[config.mk]
export PLATFORM = sky130hd
export DESIGN_NAME = lock_ctrl_flat
export DESIGN_NICKNAME = d
export VERILOG_FILES = /design/src/rtl/lock_ctrl_if.sv /design/src/rtl/lock_ctrl.sv /design/src/flat_wrapper.sv
export SDC_FILE = /design/constraint.sdc
export NUM_CORES = 1
export LEC_CHECK = 0
export BUFFER_PORTS_ARGS = -buffer_cell sky130_fd_sc_hd__buf_4
export CAP_MARGIN = 25
export CORE_ASPECT_RATIO = 0.8
export CORE_UTILIZATION = 32
export DETAILED_ROUTE_END_ITERATION = 12
export SLEW_MARGIN = 20
export SYNTH_ARGS = -nofsm -noshare
export SYNTH_HDL_FRONTEND = slang
export SYNTH_SLANG_ARGS = --single-unit
[constraint.sdc]
create_clock -name clk_i -period 2.2 [get_ports clk_i]
set_input_delay 0.22 -clock clk_i [delete_from_list [all_inputs] [get_ports clk_i]]
set_output_delay 0.22 -clock clk_i [all_outputs]
set_load 0.05 [all_outputs]
[src/rtl/lock_ctrl_if.sv]
// Panel-side signal bundle for the combination lock controller.
//
// Signals:
//   btn        keypad level inputs, one bit per key 0..3 (debounced, asynchronous to clk)
//   set_mode   level request to reprogram the code while the lock is open
//   unlocked   lock open (OPEN or PROGRAM)
//   err_light  error indicator (ERROR or LOCKOUT)
//   lockout    too many consecutive wrong codes
//   prog_mode  code reprogramming in progress
//   digit_cnt  digits collected so far in the current entry
//
// Modports:
//   slave      the controller (takes buttons, drives lights)
//   master     the panel / stimulus side
interface lock_ctrl_if;
    logic [3:0] btn;
    logic       set_mode;
    logic       unlocked;
    logic       err_light;
    logic       lockout;
    logic       prog_mode;
    logic [2:0] digit_cnt;

    modport slave (
        input  btn,
        input  set_mode,
        output unlocked,
        output err_light,
        output lockout,
        output prog_mode,
        output digit_cnt
    );

    modport master (
        output btn,
        output set_mode,
        input  unlocked,
        input  err_light,
        input  lockout,
        input  prog_mode,
        input  digit_cnt
    );
endinterface

[src/rtl/lock_ctrl.sv]
// Combination lock sequencing controller.
//
// Samples the keypad, turns each release-to-press transition into one digit event, checks
// entered sequences against the stored code and drives the panel lights. While open, the
// code can be reprogrammed by holding set_mode and keying in a new sequence.
//
// Ports:
//   clk_i    single clock, rising edge
//   rst_ni   asynchronous active-low reset
//   bus_io   lock_ctrl_if.slave: btn/set_mode in; unlocked, err_light, lockout,
//            prog_mode, digit_cnt out (all outputs registered, decoded from next state)
module lock_ctrl #(
    parameter int unsigned            CODE_LEN     = 4,
    parameter logic [2*CODE_LEN-1:0]  DEFAULT_CODE = 8'hE4,
    parameter int unsigned            MAX_FAIL     = 3,
    parameter int unsigned            ERR_CYC      = 200,
    parameter int unsigned            LOCKOUT_CYC  = 2000,
    parameter int unsigned            UNLOCK_CYC   = 1000
) (
    input logic        clk_i,
    input logic        rst_ni,
    lock_ctrl_if.slave bus_io
);

    localparam int unsigned CW      = 2 * CODE_LEN;
    localparam int unsigned DIG_W   = (CODE_LEN > 1) ? $clog2(CODE_LEN) : 1;
    localparam int unsigned FAIL_W  = $clog2(MAX_FAIL + 1);
    localparam int unsigned MAX_CYC =
        (ERR_CYC > LOCKOUT_CYC) ? ((ERR_CYC > UNLOCK_CYC) ? ERR_CYC : UNLOCK_CYC)
                                : ((LOCKOUT_CYC > UNLOCK_CYC) ? LOCKOUT_CYC : UNLOCK_CYC);
    localparam int unsigned TMR_W   = ($clog2(MAX_CYC) > 0) ? $clog2(MAX_CYC) : 1;

    // The timer is loaded with N-1 and the state leaves on the cycle after it reads 0,
    // giving exactly N cycles in each timed state.
    localparam logic [TMR_W-1:0] ERR_LOAD     = TMR_W'(ERR_CYC - 1);
    localparam logic [TMR_W-1:0] LOCKOUT_LOAD = TMR_W'(LOCKOUT_CYC - 1);
    localparam logic [TMR_W-1:0] UNLOCK_LOAD  = TMR_W'(UNLOCK_CYC - 1);
    localparam logic [DIG_W-1:0] LAST_DIGIT   = DIG_W'(CODE_LEN - 1);
    localparam logic [FAIL_W-1:0] FAIL_LIMIT  = FAIL_W'(MAX_FAIL);

    typedef enum logic [2:0] {
        StLocked,
        StError,
        StLockout,
        StOpen,
        StProgram
    } state_e;

    // Input sampling: btn_q is the first sample, btn_prev_q the one before it.
    logic [3:0]        btn_q, btn_prev_q;

    state_e            state_q, state_d;
    logic [TMR_W-1:0]  tmr_q, tmr_d;
    logic [FAIL_W-1:0] fail_q, fail_d;
    logic [DIG_W-1:0]  dcnt_q, dcnt_d;
    logic              mism_q, mism_d;
    logic [CW-1:0]     code_q, code_d;
    logic [CW-1:0]     stage_q, stage_d;
    logic [DIG_W-1:0]  pcnt_q, pcnt_d;

    logic              unlocked_q, err_q, lockout_q, prog_q;
    logic [2:0]        dcnt_out_q;

    logic              press_ev;
    logic              good_digit;
    logic [1:0]        digit_val;
    logic [1:0]        code_dig;
    logic              mism_new;
    logic [FAIL_W-1:0] fail_inc;
    logic [CW-1:0]     stage_new;

    // One event per release-to-press; extra keys added while one is held are ignored.
    assign press_ev   = (btn_prev_q == 4'b0000) && (btn_q != 4'b0000);
    assign good_digit = (btn_q != 4'b0000) && ((btn_q & (btn_q - 4'd1)) == 4'b0000);
    assign code_dig   = code_q[{dcnt_q, 1'b0} +: 2];

    always_comb begin
        digit_val = 2'd0;
        unique case (btn_q)
            4'b0001: digit_val = 2'd0;
            4'b0010: digit_val = 2'd1;
            4'b0100: digit_val = 2'd2;
            4'b1000: digit_val = 2'd3;
            default: digit_val = 2'd0;
        endcase
    end

    always_comb begin
        state_d = state_q;
        tmr_d   = tmr_q;
        fail_d  = fail_q;
        dcnt_d  = dcnt_q;
        mism_d  = mism_q;
        code_d  = code_q;
        stage_d = stage_q;
        pcnt_d  = pcnt_q;

        mism_new  = mism_q | ~good_digit | (digit_val != code_dig);
        fail_inc  = (fail_q >= FAIL_LIMIT) ? fail_q : fail_q + FAIL_W'(1);
        // Digit 0 is entered first and must end up in the low bits, so shift in from the top.
        stage_new = {digit_val, stage_q[CW-1:2]};

        unique case (state_q)
            StLocked: begin
                if (press_ev) begin
                    if (dcnt_q == LAST_DIGIT) begin
                        dcnt_d = '0;
                        mism_d = 1'b0;
                        if (!mism_new) begin
                            state_d = StOpen;
                            tmr_d   = UNLOCK_LOAD;
                            fail_d  = '0;
                        end else begin
                            fail_d = fail_inc;
                            if (fail_inc >= FAIL_LIMIT) begin
                                state_d = StLockout;
                                tmr_d   = LOCKOUT_LOAD;
                            end else begin
                                state_d = StError;
                                tmr_d   = ERR_LOAD;
                            end
                        end
                    end else begin
                        dcnt_d = dcnt_q + DIG_W'(1);
                        mism_d = mism_new;
                    end
                end
            end
            StError: begin
                if (tmr_q == '0) begin
                    state_d = StLocked;
                end else begin
                    tmr_d = tmr_q - TMR_W'(1);
                end
            end
            StLockout: begin
                if (tmr_q == '0) begin
                    state_d = StLocked;
                    fail_d  = '0;
                end else begin
                    tmr_d = tmr_q - TMR_W'(1);
                end
            end
            StOpen: begin
                // set_mode takes priority even on the cycle the open window expires.
                if (bus_io.set_mode) begin
                    state_d = StProgram;
                    pcnt_d  = '0;
                end else if (tmr_q == '0) begin
                    state_d = StLocked;
                end else begin
                    tmr_d = tmr_q - TMR_W'(1);
                end
            end
            StProgram: begin
                // Dropping set_mode aborts, and wins over a same-cycle digit.
                if (!bus_io.set_mode) begin
                    state_d = StLocked;
                    pcnt_d  = '0;
                end else if (press_ev) begin
                    if (!good_digit) begin
                        state_d = StLocked;
                        pcnt_d  = '0;
                    end else if (pcnt_q == LAST_DIGIT) begin
                        code_d  = stage_new;
                        state_d = StLocked;
                        pcnt_d  = '0;
                    end else begin
                        stage_d = stage_new;
                        pcnt_d  = pcnt_q + DIG_W'(1);
                    end
                end
            end
            default: begin
                state_d = StLocked;
            end
        endcase
    end

    always_ff @(posedge clk_i or negedge rst_ni) begin
        if (!rst_ni) begin
            btn_q      <= 4'b0000;
            btn_prev_q <= 4'b0000;
            state_q    <= StLocked;
            tmr_q      <= '0;
            fail_q     <= '0;
            dcnt_q     <= '0;
            mism_q     <= 1'b0;
            code_q     <= DEFAULT_CODE;
            stage_q    <= '0;
            pcnt_q     <= '0;
            unlocked_q <= 1'b0;
            err_q      <= 1'b0;
            lockout_q  <= 1'b0;
            prog_q     <= 1'b0;
            dcnt_out_q <= 3'd0;
        end else begin
            btn_q      <= bus_io.btn;
            btn_prev_q <= btn_q;
            state_q    <= state_d;
            tmr_q      <= tmr_d;
            fail_q     <= fail_d;
            dcnt_q     <= dcnt_d;
            mism_q     <= mism_d;
            code_q     <= code_d;
            stage_q    <= stage_d;
            pcnt_q     <= pcnt_d;
            // Outputs come from the next state so they line up with the state register.
            unlocked_q <= (state_d == StOpen) || (state_d == StProgram);
            err_q      <= (state_d == StError) || (state_d == StLockout);
            lockout_q  <= (state_d == StLockout);
            prog_q     <= (state_d == StProgram);
            dcnt_out_q <= 3'(dcnt_d);
        end
    end

    assign bus_io.unlocked  = unlocked_q;
    assign bus_io.err_light = err_q;
    assign bus_io.lockout   = lockout_q;
    assign bus_io.prog_mode = prog_q;
    assign bus_io.digit_cnt = dcnt_out_q;

endmodule

[src/flat_wrapper.sv]
// flat-port wrapper written by rule: the top's interface ports become plain ports
module lock_ctrl_flat 
#(
    parameter int unsigned            CODE_LEN     = 4,
    parameter logic [2*CODE_LEN-1:0]  DEFAULT_CODE = 8'hE4,
    parameter int unsigned            MAX_FAIL     = 3,
    parameter int unsigned            ERR_CYC      = 200,
    parameter int unsigned            LOCKOUT_CYC  = 2000,
    parameter int unsigned            UNLOCK_CYC   = 1000
)
  (clk_i, rst_ni, bus_io_btn, bus_io_set_mode, bus_io_unlocked, bus_io_err_light, bus_io_lockout, bus_io_prog_mode, bus_io_digit_cnt);
  lock_ctrl_if bus_io_i ();
  input logic clk_i;
  input logic rst_ni;
  input wire logic [$bits(bus_io_i.btn)-1:0] bus_io_btn;
  input wire logic [$bits(bus_io_i.set_mode)-1:0] bus_io_set_mode;
  output wire logic [$bits(bus_io_i.unlocked)-1:0] bus_io_unlocked;
  output wire logic [$bits(bus_io_i.err_light)-1:0] bus_io_err_light;
  output wire logic [$bits(bus_io_i.lockout)-1:0] bus_io_lockout;
  output wire logic [$bits(bus_io_i.prog_mode)-1:0] bus_io_prog_mode;
  output wire logic [$bits(bus_io_i.digit_cnt)-1:0] bus_io_digit_cnt;
  assign bus_io_i.btn = bus_io_btn;
  assign bus_io_i.set_mode = bus_io_set_mode;
  assign bus_io_unlocked = bus_io_i.unlocked;
  assign bus_io_err_light = bus_io_i.err_light;
  assign bus_io_lockout = bus_io_i.lockout;
  assign bus_io_prog_mode = bus_io_i.prog_mode;
  assign bus_io_digit_cnt = bus_io_i.digit_cnt;
  lock_ctrl #(.CODE_LEN(CODE_LEN), .DEFAULT_CODE(DEFAULT_CODE), .MAX_FAIL(MAX_FAIL), .ERR_CYC(ERR_CYC), .LOCKOUT_CYC(LOCKOUT_CYC), .UNLOCK_CYC(UNLOCK_CYC)) u_core (.clk_i(clk_i), .rst_ni(rst_ni), .bus_io(bus_io_i));
endmodule
Word level (Yosys, flattened, before mapping)
Index checks and enable logic that the tools add are counted.
{"block": "classes", "add_sub_neg": 5, "n_lt_le_gt_ge": 2, "n_eq_ne": 20, "n_shift": 1, "n_mux": 35, "bitwise": 5, "n_reduce_logical": 19}
{"operator": "$mux 11", "n": 6}
{"operator": "$pmux 11 s3", "n": 1}
{"operator": "$mux 2", "n": 14}
{"operator": "$mux 3", "n": 9}
{"operator": "$eq 3x2->1 const B", "n": 4}
{"operator": "$pmux 3 s4", "n": 1}
{"operator": "$logic_not 11->1", "n": 1}
{"operator": "$sub 11x1->11 const B", "n": 1}
{"operator": "$reduce_and 5->1", "n": 2}
{"operator": "$logic_not 4->1", "n": 2}
{"operator": "$pmux 2 s2", "n": 2}
{"operator": "$reduce_and 4->1", "n": 2}
{"operator": "$shiftx 8x4->2", "n": 1}
{"operator": "$add 2x1->2 const B", "n": 3}
{"operator": "$eq 3x1->1 const B", "n": 2}
{"operator": "$eq 3x3->1 const B", "n": 2}
{"operator": "$ne 2x1->1 const B", "n": 3}
{"operator": "$pmux 2 s3", "n": 1}
{"operator": "$and 4x4->4", "n": 1}
{"operator": "$eq 2x2->1 const B", "n": 2}
{"operator": "$eq 4x2->1 const B", "n": 1}
{"operator": "$eq 4x3->1 const B", "n": 1}
{"operator": "$eq 4x4->1 const B", "n": 1}
{"operator": "$ge 2x2->1 const B", "n": 2}
{"operator": "16 further kinds", "n": 22}
{"block": "word_totals", "ff_bits": 49, "input_bits": 7, "out_inout_bits": 7, "wordCells": 101}

Longest topological paths before layout
{"block": "logic_depth", "ltp_word": 13, "depth_mapped": 9}

Least setup slack after synthesis
No wires, ideal clock.
{"block": "synth_path", "kind": "reg2reg", "startpoint": "register, netlist name u_core.bus_io.digit_cnt[0]", "endpoint": "register u_core.tmr_q[3]", "setup_time_ns": 0.126, "t_arrival_ns": 2.516, "required_time_ns": 2.074, "slack_ns": -0.442, "stages_incl_launch_ff": 7, "synth_period_minus_slack_ns": 2.642, "path_cell_list": "dfrtp_1 > mux4_2 > xor2_1 > or4_4 > buf_6 > and2_4 > a221o_1"}
{"item": "to (signal assigned)", "line_no": "lock_ctrl.sv:201", "rtl": "tmr_q <= tmr_d;"}
{"item": "to (decl)", "line_no": "lock_ctrl.sv:53", "rtl": "logic [TMR_W-1:0] tmr_q, tmr_d;"}

==> flow_summary.yaml <==
status:
  status: "complete, no violations"
power:
  p_int_w: 0.00168
  swShare_pct: 36.6
  p_total_w: 0.00265
  power_density_mw_per_mm2: 953
  peakVddDrop_uv: 394
  p_seq_share_pct: 43.3
  pwr-share-comb_pct: 37.9
  power_frac_clock_pct: 18.9
  leakage_nw: 1.26
  p_sw_w: 0.000973
worst_hold_path:
  min_path_type: "in -> reg"
grt:
  grt_antenna_before_repair: 0
  overflow: 0
  track_usage_pct: 13.6
  grt_max_degree: 48
  grt_pass1_wl_mm: 7.72
  grt_pass1_vias: 1592
floorplanning:
  die_w_um: 96.0
  coreArea_mm2: 0.00686
  die_y_um: 77.2
  die_area_mm2: 0.00742
  core.rowCount: 27
  initial_core_util_pct: 33.0
  num_io_pins: 14
drt:
  ant_nets: 0
  drt_iter0_markers: 106
  drt_first_pass_iters: 4
  vias_per_cell: 5.02
  num_vias: 1633
  drt_wl_total_mm: 4.61
  post_drt_wl_per_cell_um: 14.2
  remaining_drc_errors: 0
yosys:
  avgSynthCellArea_um2: 11.4
  ys_warn_count: 0
  synthCells: 199
  syn_nets: 209
  yosysUniqueCellTypes: 56
  syn_area_mm2: 0.00226
  ys_seq_area_share_pct: 52.2
  ys_ff_latch: 47
  synthFlopType: "dfrtp_1"
  async_flop_share_pct: 100
  synth_edf_count: 0
clocking:
  cts_tree: "done"
  cts_buffers: 5
  clock_sinks: 47
  clk_latency_ps: 290
  root_buffer: "clkbuf_8"
  clkTransAtPathRegs_ps: 90
  cts_buffer_depth: 2
  h-tree-depth: 2
setup_path:
  cp-end-kind: "register"
  setup.worst_path.start: "u_core.bus_io.digit_cnt[0]"
  worstSetupStartpointType: "register"
  required_ps: 2390
  rr_worst_depth: 6
  r2r-end: "u_core.tmr_q[3]"
  crit_path_end: "u_core.tmr_q[3]"
  critPathArrivalTime_ps: 2380
  rr_startpoint: "u_core.bus_io.digit_cnt[0]"
  regToRegSetupSlack_ps: 7
  path_max_fanout: 5
  crit_type: "reg -> reg"
timing:
  fin_hold_ws_ps: 28.6
  finalCritPeriodShare_pct: 99.7
  maxSlewViolCount: 0
  clock_skew_ps: 11.2
  setup-tns-final_ps: 0
  timing.slew.headroom_pct: 60.0
  fin_crit_ps: 2190
  finalSetupViolCount: 0
  hold_violations: 0
  tightest_slew_ps: 600
  fmax_ghz: 0.456
  rsz0062_at_grt: "true"
cells_and_area:
  nets: 247
  multi_input_area_mm2: 0.00107
  regArea_mm2: 0.00118
  fill_cells: 657
  drive_above_1_share_pct: 38.7
  fin_cells: 325
  diodes: 0
  area.growth.synth_to_final_pct: 23.1
placement:
  gp_congestion: 0.768
  dp.cells: 314
  portBuffers: 12
  dp_hpwl_mm: 3.27
job:
  drv_cap: 0
cell usage after synthesis, types with 3 or more instances:
| cell | count | share of area (%) |
|---|---|---|
| a21oi_1 | 7 | 1.5 |
| nor2_1 | 11 | 1.8 |
| nor4b_1 | 3 | 1.2 |
| xnor2_1 | 4 | 1.5 |
| mux2_2 | 16 | 8.0 |
| and3_1 | 4 | 1.1 |
| nor3_1 | 8 | 1.8 |
| dfstp_2 | 4 | 4.6 |
| or4_1 | 3 | 0.99 |
| nand2_1 | 16 | 2.7 |
| clkbuf_1 | 3 | 0.50 |
| dfrtp_1 | 43 | 48 |
| nand3_1 | 4 | 0.88 |
| buf_2 | 4 | 0.88 |
| and2_1 | 3 | 0.83 |
| inv_1 | 5 | 0.83 |
| ha_1 | 3 | 1.7 |
| a21o_1 | 3 | 0.99 |
| o21ai_0 | 8 | 1.8 |
worst min-delay path by stage:
stage                       start              endpoint  cells past startpoint
floorplan                  rst_ni  u_core.btn_prev_q[0]                      0
global placement           rst_ni       u_core.tmr_q[8]                      1
detailed placement         rst_ni       u_core.tmr_q[8]                      1
CTS                 bus_io_btn[1]       u_core.btn_q[1]                      1
global route        bus_io_btn[1]       u_core.btn_q[1]                      1
finish              bus_io_btn[1]       u_core.btn_q[1]                      1
state kept, by name (all words and copies together), names as in the netlist:
signal                   flops
u_core.btn_prev_q            4
u_core.code_q                8
u_core.pcnt_q                2
u_core.state_q               3
u_core.bus_io.err_light      1
u_core.bus_io.unlocked       1
u_core.tmr_q                11
u_core.fail_q                2
u_core.stage_q               6
u_core.bus_io.digit_cnt      2
u_core.bus_io.lockout        1
u_core.btn_q                 4
u_core.bus_io.prog_mode      1
u_core.mism_q                1
power by group through the flow:
stage                     Combinational, W  Clock, W  Sequential, W
after CTS                         0.000943  0.000519        0.00114
after floorplan                   0.000455         0        0.00126
after global placement            0.000921         0        0.00115
after global routing               0.00110  0.000557        0.00117
final                              0.00101  0.000500        0.00115
after detailed placement          0.000938         0        0.00115
kinds of logic (layout without fill, tap and decap cells):
logic type	Yosys count	in the layout	share of synthesized area, %
fa+ha+maj	3	3	1.66
flops	47	47	52.2
other cells	1	1	0.166
compound gates	38	38	12.0
simple gates	71	71	18.1
xor+xnor	6	6	2.32
buf+inv	14	53	3.04
mux	19	19	10.6
through the flow:
stage / cell area [µm²] / util (%) / worst slack, ps
finish: 2790 / 40.6 / 7.48
CTS: 2710 / 39.4 / -32.1
floorplan: 2260 / - / -267
detailed placement: 2610 / 38.1 / -27.0
global placement: 2610 / 38.1 / 11.9
global route: 2790 / 40.6 / -61.1
worst max-delay path, stage by stage (launching register included):
cell,delay (ps)
dfrtp_2,400
buf_6,100
mux4_2,490
xor2_1,160
or4_4,460
and2_4,180
a221o_1,300
cell type report:
cell class              count  area share, %
flip-flops and latches     47           42.5
repair buffers             40           11.5
well taps                  87           3.91
inverters                   5          0.674
clock inverters             1          0.180
clock buffers               7           2.74
multi-input cells         138           38.5
cells in the final DEF, fill, tap and decap left out, drive strengths merged, types with 7 or more instances in the layout:
cell	instances
a21oi	7
buf	39
clkbuf	7
dfrtp	43
mux2	16
nand2	16
nor2	12
nor3	8
o21ai	10
layer usage:
layer	vias up	global-route usage (%)	part of all wire [%]
met5	-	0	0
met4	0	3.58	0.50
met3	2	2.98	4.5
met2	31	18.4	42
met1	808	21.6	53
li1	792	-	-
what timing repair did:
item,4_1_cts,5_1_grt
setup buffers,0,3
hold endpoints to repair,43,0
gates resized for setup,0,17
hold buffers,1,0
setup endpoints to repair,1,26
pin swaps,0,5
cloned,0,0
No activity file was read; power rests on OpenSTA's default activity.
